**src/rtl/obstacle_pkg.sv**
```systemverilog
// Shared types, screen constants and collision helpers for the obstacle field.
package obstacle_pkg;

    typedef enum logic {
        IDLE = 1'b0,
        FALL = 1'b1
    } obj_state_t;

    localparam int SCREEN_W         = 640;
    localparam int SCREEN_H         = 480;
    localparam int DEFAULT_OBJ_SIZE = 30;

    // Galois taps for x^16 + x^14 + x^13 + x^11 + 1 (right-shifting form).
    localparam logic [15:0] LFSR_TAPS = 16'hB400;

    // Sums are widened to 11 bits so a box near the right/bottom edge never wraps.
    function automatic logic point_in_box(input logic [9:0]  px,
                                          input logic [9:0]  py,
                                          input logic [9:0]  bx,
                                          input logic [9:0]  by,
                                          input logic [10:0] size);
        return ({1'b0, px} >= {1'b0, bx}) && ({1'b0, px} < ({1'b0, bx} + size)) &&
               ({1'b0, py} >= {1'b0, by}) && ({1'b0, py} < ({1'b0, by} + size));
    endfunction

    function automatic logic boxes_overlap(input logic [9:0]  ax,
                                           input logic [9:0]  ay,
                                           input logic [10:0] asize,
                                           input logic [9:0]  bx,
                                           input logic [9:0]  by,
                                           input logic [10:0] bsize);
        return ({1'b0, ax} < ({1'b0, bx} + bsize)) && ({1'b0, bx} < ({1'b0, ax} + asize)) &&
               ({1'b0, ay} < ({1'b0, by} + bsize)) && ({1'b0, by} < ({1'b0, ay} + asize));
    endfunction

endpackage

```
**src/rtl/lfsr16.sv**
```systemverilog
// 16-bit Galois LFSR that steps only on enabled clocks.
module lfsr16
    import obstacle_pkg::*;
#(
    parameter logic [15:0] SEED = 16'hACE1
) (
    input  logic        clk_i,
    input  logic        rst_i,
    input  logic        en_i,
    output logic [15:0] state_o
);

    logic [15:0] state_q;
    logic [15:0] state_d;

    always_comb begin
        state_d = state_q;
        if (en_i) begin
            state_d = {1'b0, state_q[15:1]} ^ (state_q[0] ? LFSR_TAPS : 16'h0000);
        end
    end

    always_ff @(posedge clk_i or posedge rst_i) begin
        if (rst_i) begin
            state_q <= SEED;
        end else begin
            state_q <= state_d;
        end
    end

    assign state_o = state_q;

endmodule

```
**src/rtl/obstacle_field.sv**
```systemverilog
// Falling-obstacle manager: spawns, moves and retires NUM_OBJ obstacles once per frame,
// colliding them against the player's bullets and ship.
module obstacle_field
    import obstacle_pkg::*;
#(
    parameter int          NUM_OBJ        = 8,
    parameter int          NUM_AMMO       = 4,
    parameter int          OBJ_SIZE       = DEFAULT_OBJ_SIZE,
    parameter int          X_MIN          = 5,
    parameter int          X_MAX          = SCREEN_W - 4,
    parameter int          Y_MAX          = SCREEN_H - 4,
    parameter int          RESPAWN_FRAMES = 32,
    parameter logic [15:0] LFSR_SEED      = 16'hACE1
) (
    input  logic                frame_clk,
    input  logic                Reset,
    input  logic                enable,
    input  logic [9:0]          ammo_x        [NUM_AMMO],
    input  logic [9:0]          ammo_y        [NUM_AMMO],
    input  logic [NUM_AMMO-1:0] ammo_valid,
    input  logic [9:0]          ship_x,
    input  logic [9:0]          ship_y,
    input  logic [9:0]          ship_size,
    output logic [9:0]          obj_x         [NUM_OBJ],
    output logic [9:0]          obj_y         [NUM_OBJ],
    output logic [9:0]          obj_size      [NUM_OBJ],
    output logic [NUM_OBJ-1:0]  obj_active,
    output logic [NUM_AMMO-1:0] ammo_consumed,
    output logic                bullet_hit,
    output logic [4:0]          hit_count,
    output logic                ship_hit,
    output logic                escaped
);

    localparam logic [10:0] OBJ_EDGE      = 11'(OBJ_SIZE);
    localparam logic [10:0] SPAWN_X_LIMIT = 11'(X_MAX - OBJ_SIZE);
    localparam logic [10:0] ESCAPE_Y      = 11'(Y_MAX - OBJ_SIZE);
    localparam logic [5:0]  RESPAWN_TIMER = 6'(RESPAWN_FRAMES - 1);

    obj_state_t state_q [NUM_OBJ];
    obj_state_t state_d [NUM_OBJ];
    logic [9:0] x_q     [NUM_OBJ];
    logic [9:0] x_d     [NUM_OBJ];
    logic [9:0] y_q     [NUM_OBJ];
    logic [9:0] y_d     [NUM_OBJ];
    logic [1:0] speed_q [NUM_OBJ];
    logic [1:0] speed_d [NUM_OBJ];
    logic [5:0] timer_q [NUM_OBJ];
    logic [5:0] timer_d [NUM_OBJ];

    logic [15:0]         lfsr;
    logic                lfsr_unused;
    logic [10:0]         spawn_raw;
    logic [9:0]          spawn_x;
    logic [1:0]          spawn_speed;
    logic [NUM_OBJ-1:0]  spawn_sel;
    logic [NUM_OBJ-1:0]  shot;
    logic [NUM_OBJ-1:0]  ship_ovl;
    logic [NUM_OBJ-1:0]  escape_now;
    logic [NUM_AMMO-1:0] consumed_d;
    logic [NUM_AMMO-1:0] consumed_q;
    logic [4:0]          hit_count_d;
    logic [4:0]          hit_count_q;
    logic                ship_hit_d;
    logic                ship_hit_q;
    logic                escaped_d;
    logic                escaped_q;

    lfsr16 #(
        .SEED(LFSR_SEED)
    ) u_lfsr (
        .clk_i  (frame_clk),
        .rst_i  (Reset),
        .en_i   (enable),
        .state_o(lfsr)
    );

    assign lfsr_unused = ^lfsr[15:11];

    // Spawn X folds back by 256 so an obstacle never starts past the right edge.
    always_comb begin
        spawn_raw = 11'(X_MIN) + {2'b00, lfsr[8:0]};
        if (spawn_raw > SPAWN_X_LIMIT) begin
            spawn_raw = spawn_raw - 11'd256;
        end
        spawn_x     = spawn_raw[9:0];
        spawn_speed = (lfsr[10:9] == 2'd0) ? 2'd1 : lfsr[10:9];
    end

    always_comb begin
        logic taken;
        taken     = 1'b0;
        spawn_sel = '0;
        for (int i = 0; i < NUM_OBJ; i++) begin
            if (!taken && state_q[i] == IDLE && timer_q[i] == 6'd0) begin
                spawn_sel[i] = 1'b1;
                taken        = 1'b1;
            end
        end
    end

    // Each bullet retires only the lowest-index active obstacle it sits inside.
    always_comb begin
        logic found;
        found      = 1'b0;
        shot       = '0;
        consumed_d = '0;
        for (int j = 0; j < NUM_AMMO; j++) begin
            found = 1'b0;
            if (enable && ammo_valid[j]) begin
                for (int i = 0; i < NUM_OBJ; i++) begin
                    if (!found && state_q[i] == FALL &&
                        point_in_box(ammo_x[j], ammo_y[j], x_q[i], y_q[i], OBJ_EDGE)) begin
                        found         = 1'b1;
                        shot[i]       = 1'b1;
                        consumed_d[j] = 1'b1;
                    end
                end
            end
        end
    end

    always_comb begin
        for (int i = 0; i < NUM_OBJ; i++) begin
            ship_ovl[i]   = (state_q[i] == FALL) &&
                            boxes_overlap(x_q[i], y_q[i], OBJ_EDGE, ship_x, ship_y, {1'b0, ship_size});
            escape_now[i] = (state_q[i] == FALL) && !shot[i] && !ship_ovl[i] &&
                            (({1'b0, y_q[i]} + {9'b0, speed_q[i]}) >= ESCAPE_Y);
        end
    end

    always_comb begin
        for (int i = 0; i < NUM_OBJ; i++) begin
            state_d[i] = state_q[i];
            x_d[i]     = x_q[i];
            y_d[i]     = y_q[i];
            speed_d[i] = speed_q[i];
            timer_d[i] = timer_q[i];
            if (enable) begin
                case (state_q[i])
                    IDLE: begin
                        if (timer_q[i] != 6'd0) begin
                            timer_d[i] = timer_q[i] - 6'd1;
                        end else if (spawn_sel[i]) begin
                            state_d[i] = FALL;
                            x_d[i]     = spawn_x;
                            y_d[i]     = 10'd0;
                            speed_d[i] = spawn_speed;
                        end
                    end
                    FALL: begin
                        if (shot[i] || ship_ovl[i] || escape_now[i]) begin
                            state_d[i] = IDLE;
                            timer_d[i] = RESPAWN_TIMER;
                        end else begin
                            y_d[i] = y_q[i] + {8'b0, speed_q[i]};
                        end
                    end
                endcase
            end
        end
    end

    always_comb begin
        hit_count_d = 5'd0;
        for (int i = 0; i < NUM_OBJ; i++) begin
            hit_count_d = hit_count_d + 5'(shot[i]);
        end
        ship_hit_d = enable && |(ship_ovl & ~shot);
        escaped_d  = enable && |escape_now;
    end

    always_ff @(posedge frame_clk or posedge Reset) begin
        if (Reset) begin
            for (int i = 0; i < NUM_OBJ; i++) begin
                state_q[i] <= IDLE;
            end
        end else begin
            for (int i = 0; i < NUM_OBJ; i++) begin
                state_q[i] <= state_d[i];
            end
        end
    end

    // Reset timers are staggered so obstacles enter the screen one after another.
    always_ff @(posedge frame_clk or posedge Reset) begin
        if (Reset) begin
            for (int i = 0; i < NUM_OBJ; i++) begin
                x_q[i]     <= 10'd0;
                y_q[i]     <= 10'd0;
                speed_q[i] <= 2'd1;
                timer_q[i] <= 6'(4 * i);
            end
            consumed_q  <= '0;
            hit_count_q <= 5'd0;
            ship_hit_q  <= 1'b0;
            escaped_q   <= 1'b0;
        end else begin
            for (int i = 0; i < NUM_OBJ; i++) begin
                x_q[i]     <= x_d[i];
                y_q[i]     <= y_d[i];
                speed_q[i] <= speed_d[i];
                timer_q[i] <= timer_d[i];
            end
            consumed_q  <= consumed_d;
            hit_count_q <= hit_count_d;
            ship_hit_q  <= ship_hit_d;
            escaped_q   <= escaped_d;
        end
    end

    always_comb begin
        for (int i = 0; i < NUM_OBJ; i++) begin
            obj_x[i]      = x_q[i];
            obj_y[i]      = y_q[i];
            obj_size[i]   = 10'(OBJ_SIZE);
            obj_active[i] = (state_q[i] == FALL);
        end
    end

    assign ammo_consumed = consumed_q;
    assign bullet_hit    = |consumed_q;
    assign hit_count     = hit_count_q;
    assign ship_hit      = ship_hit_q;
    assign escaped       = escaped_q;

endmodule

```
**config.mk**
```make
export PLATFORM = sky130hd
export DESIGN_NAME = obstacle_field
export DESIGN_NICKNAME = d
export VERILOG_FILES = /design/src/rtl/obstacle_pkg.sv /design/src/rtl/lfsr16.sv /design/src/rtl/obstacle_field.sv
export SDC_FILE = /design/constraint.sdc
export NUM_CORES = 2
export LEC_CHECK = 0
export BUFFER_PORTS_ARGS = -buffer_cell sky130_fd_sc_hd__buf_2
export CAP_MARGIN = 20
export CORE_ASPECT_RATIO = 0.5
export CORE_UTILIZATION = 50
export CTS_CLUSTER_DIAMETER = 50
export DETAILED_ROUTE_END_ITERATION = 6
export HOLD_SLACK_MARGIN = 0.06
export PLACE_DENSITY = 0.66
export SYNTH_ARGS = -nofsm -noshare
export SYNTH_HDL_FRONTEND = slang
export SYNTH_SLANG_ARGS = --single-unit
```
**constraint.sdc**
```tcl
create_clock -name frame_clk -period 16 [get_ports frame_clk]
set_input_delay 1.6 -clock frame_clk [delete_from_list [all_inputs] [get_ports frame_clk]]
set_output_delay 1.6 -clock frame_clk [all_outputs]
set_load 0.005 [all_outputs]
```
==> impl_metrics.env <==
export IMPL_final_common_cell="ha_1"
export IMPL_placed_area_um2=52000
export IMPL_clockBufferDepth=3
export IMPL_end_kind="register"
export IMPL_whs_path_depth=2
export IMPL_drtPass1Iterations=6
export IMPL_grt_pass1_vias=46000
export IMPL_syn_area_um2=49000
export IMPL_hpwl_um=170000
export IMPL_cp_arrival_ns=7.90
export IMPL_startpoint_type="register"
export IMPL_ys_flop_type="dfrtp_1"
export IMPL_tightestPinTransition_ns=1.27
export IMPL_grt_met1_usage_pct=60.4
export IMPL_fp_dieH_um=223
export IMPL_n_fill_cell=8829
export IMPL_layout_common_cells="ha_1 (1574), a21oi_1 (395), o21ai_0 (350)"
export IMPL_grt_max_degree=102
export IMPL_finalMaxSlewViolations=0
export IMPL_port_buffers=295
export IMPL_ys_seq_area_share_pct=13.2
export IMPL_power_mw=8.42
export IMPL_setup_violations=0
export IMPL_layout_drive_gt1_share_pct=9.90
export IMPL_required_ns=16.49
export IMPL_clock_sinks=258
export IMPL_critical_path_class="register to register"
export IMPL_crit_chain="inv_1, ha_1, a21oi_1, nand3_1, xnor2_1, ha_1, a21o_1, a221o_1, a21oi_1, nand4_1, and4b_4, nor4_4, inv_1, fa_1, inv_1, fa_1, inv_1, ha_1, fa_1, xor2_1"
export IMPL_io_pins=377
export IMPL_status="finished clean"
export IMPL_ff2ff_setup_slack_ns=8.59
export IMPL_slew_headroom_pct=14.5
export IMPL_clkLatencyLatePin_ns=0.62
export IMPL_routed_wl_um=232000
export IMPL_synthToLayoutAreaGrowth_pct=9.01
export IMPL_worstPathMaxFanout=11
export IMPL_antenna_found_initial=22
export IMPL_routedWlPerCell_um=32.0
export IMPL_cts_max_level=2
export IMPL_hold_slack_ns=0.483
export IMPL_hold_viol_final=0
export IMPL_clkTransAtPathRegs_ns=0.06
export IMPL_postCtsSetupBuffers=0
export IMPL_ys_ff_latch=258
export IMPL_rsz0062_at_grt="no"
export IMPL_synth_cell_types=116
export IMPL_dr_first_iter_drc_count=5953
export IMPL_critPathSlowestCell="nor4_4"
export IMPL_die_x_um=445
export IMPL_drcViolationCount=0
export IMPL_slowest_delay_ns=0.92
export IMPL_fin_crit_sh_pct=46.3
export IMPL_async_flop_share_pct=100
export IMPL_hold_path_class="register to register"
export IMPL_numCtsBuffers=37
export IMPL_grt_pass1_wl_um=326000
export IMPL_start_util_pct=51.0
export IMPL_clockRootBuffer="clkbuf_16"
export IMPL_nets=7588
export IMPL_busiest_layer="met2"
export IMPL_fin_skew_ns=0.0313
export IMPL_p_per_area_nw_per_um2=158
export IMPL_dieArea_um2=99400
export IMPL_drtAntennaViolNets=0
export IMPL_regArea_um2=6490
export IMPL_grt_util_met2_pct=62.0
export IMPL_syn_inst=5573
export IMPL_avgSynthCellArea_um2=8.80
export IMPL_period_needed_ns=7.41
export IMPL_final_util_pct=55.6
export IMPL_ir_worst_vdd_uv=148
export IMPL_setup_tns_ns=0
export IMPL_grt_overflow=0
export IMPL_max_freq_mhz=135
export IMPL_core_area_um2=96200
export IMPL_row_count=80
export IMPL_p_leak_nw=25.7
export IMPL_grtUsageTotal_pct=45.3
export IMPL_vias=50100
export IMPL_stdcell_area_um2=53400
export IMPL_multiInputGateArea_um2=41000
export IMPL_postCtsHoldBufs=0
export IMPL_cts_resized=0
export IMPL_gp_congestion=1.04
export IMPL_synth_edf_count=0
export IMPL_gr_usage_met3_pct=17.3
export IMPL_viasPerCell=6.92
export IMPL_cts_tree="done"
export IMPL_cp_common_cell="inv_1"
export IMPL_reg2reg_depth=20
export IMPL_ys_warn_count=0
export IMPL_drv_cap=0
## metal layers
metal / part of all wire, % / vias to the layer above
li1: - / 22100
met3: 14 / 841
met4: 6.5 / 10
met5: 0.027 / -
met2: 38 / 3198
met1: 41 / 23900
## sequential cells by signal (all words and copies together), names as in the netlist
register,count
obj_active,8
speed_q,16
hit_count,4
escaped,1
timer_q,48
obj_x,80
u_lfsr.state_o,16
ship_hit,1
obj_y,80
ammo_consumed,4
## report_power, final
part / total (mW) / internal, mW / switching, mW
Sequential: 1.44 / 0.897 / 0.542
Clock: 0.917 / 0.537 / 0.380
Combinational: 6.07 / 2.30 / 3.77
Total: 8.42 / 3.73 / 4.69
## synthesized netlist by cell type, drive strengths merged (83+ instances only)
library cell  instances  share of area, %
dfrtp               230                12
inv                 232               1.8
o21ai               369               3.8
nand3               152               1.6
nor2                330               2.5
buf                 117               1.6
o21a                155               2.4
a21o                154               2.4
a211oi               83               1.3
nand2b               98               1.3
a21oi               398               4.1
nand2               283               2.2
o211ai               91               1.5
ha                 1574                40
xnor2               124               2.2
nor3                105               1.1
## cell families (layout without fill, tap and decap cells)
logic type	count (synthesis)	count (layout)	synth area share (%)
buffers and inverters	416	676	3.93
muxes	35	35	0.773
adders and majority gates	1589	1589	40.8
and+or+nand+nor	1339	1339	14.1
other	2	97	0.0153
xor gates and xnor gates	140	140	2.50
AOI/OAI and AO/OA	1794	1794	24.7
DFF	258	258	13.2
## per-stage QoR
| stage | setup slack, ns | instances |
|---|---|---|
| 2_1_floorplan | 7.35 | 5652 |
| 3_3_place_gp | 8.43 | 7148 |
| 3_5_place_dp | 8.39 | 7150 |
| 4_1_cts | 8.81 | 7218 |
| 5_1_grt | 8.44 | 7226 |
| 6_report | 8.59 | 7240 |
## final timing paths
kind,startpoint,end
worst max-delay path,obj_y[31]$_DFFE_PP0P_,hit_count[2]$_DFF_PP0_
worst min-delay path,speed_q[0]$_DFFE_PP1P_,speed_q[0]$_DFFE_PP1P_
worst max register to register,obj_y[31]$_DFFE_PP0P_,hit_count[2]$_DFF_PP0_
worst min register to register,speed_q[0]$_DFFE_PP1P_,speed_q[0]$_DFFE_PP1P_
max in group asynchronous,Reset,timer_q[35]$_DFFE_PP0P_
min in group asynchronous,Reset,obj_x[66]$_DFFE_PP0P_
## area by class of cell
cell class	instances	share of cell area, %
diodes	16	0.0749
clock buffers	49	1.95
clock inverters	19	0.515
inverters	232	1.64
multi-input cells	4978	76.7
flip-flops and latches	258	12.1
well taps	1312	3.07
repair buffers	376	3.93
## worst max-delay path: cells and delay by family (launching register included)
| kind | cells | cell delay (ns) |
|---|---|---|
| buffers and inverters | 4 | 0.57 |
| and+or+nand+nor | 4 | 1.68 |
| xor gates and xnor gates | 2 | 0.73 |
| AOI/OAI and AO/OA | 4 | 1.29 |
| adders and majority gates | 6 | 2.37 |
| DFF | 1 | 0.65 |
(Power assumes the default switching activity.)
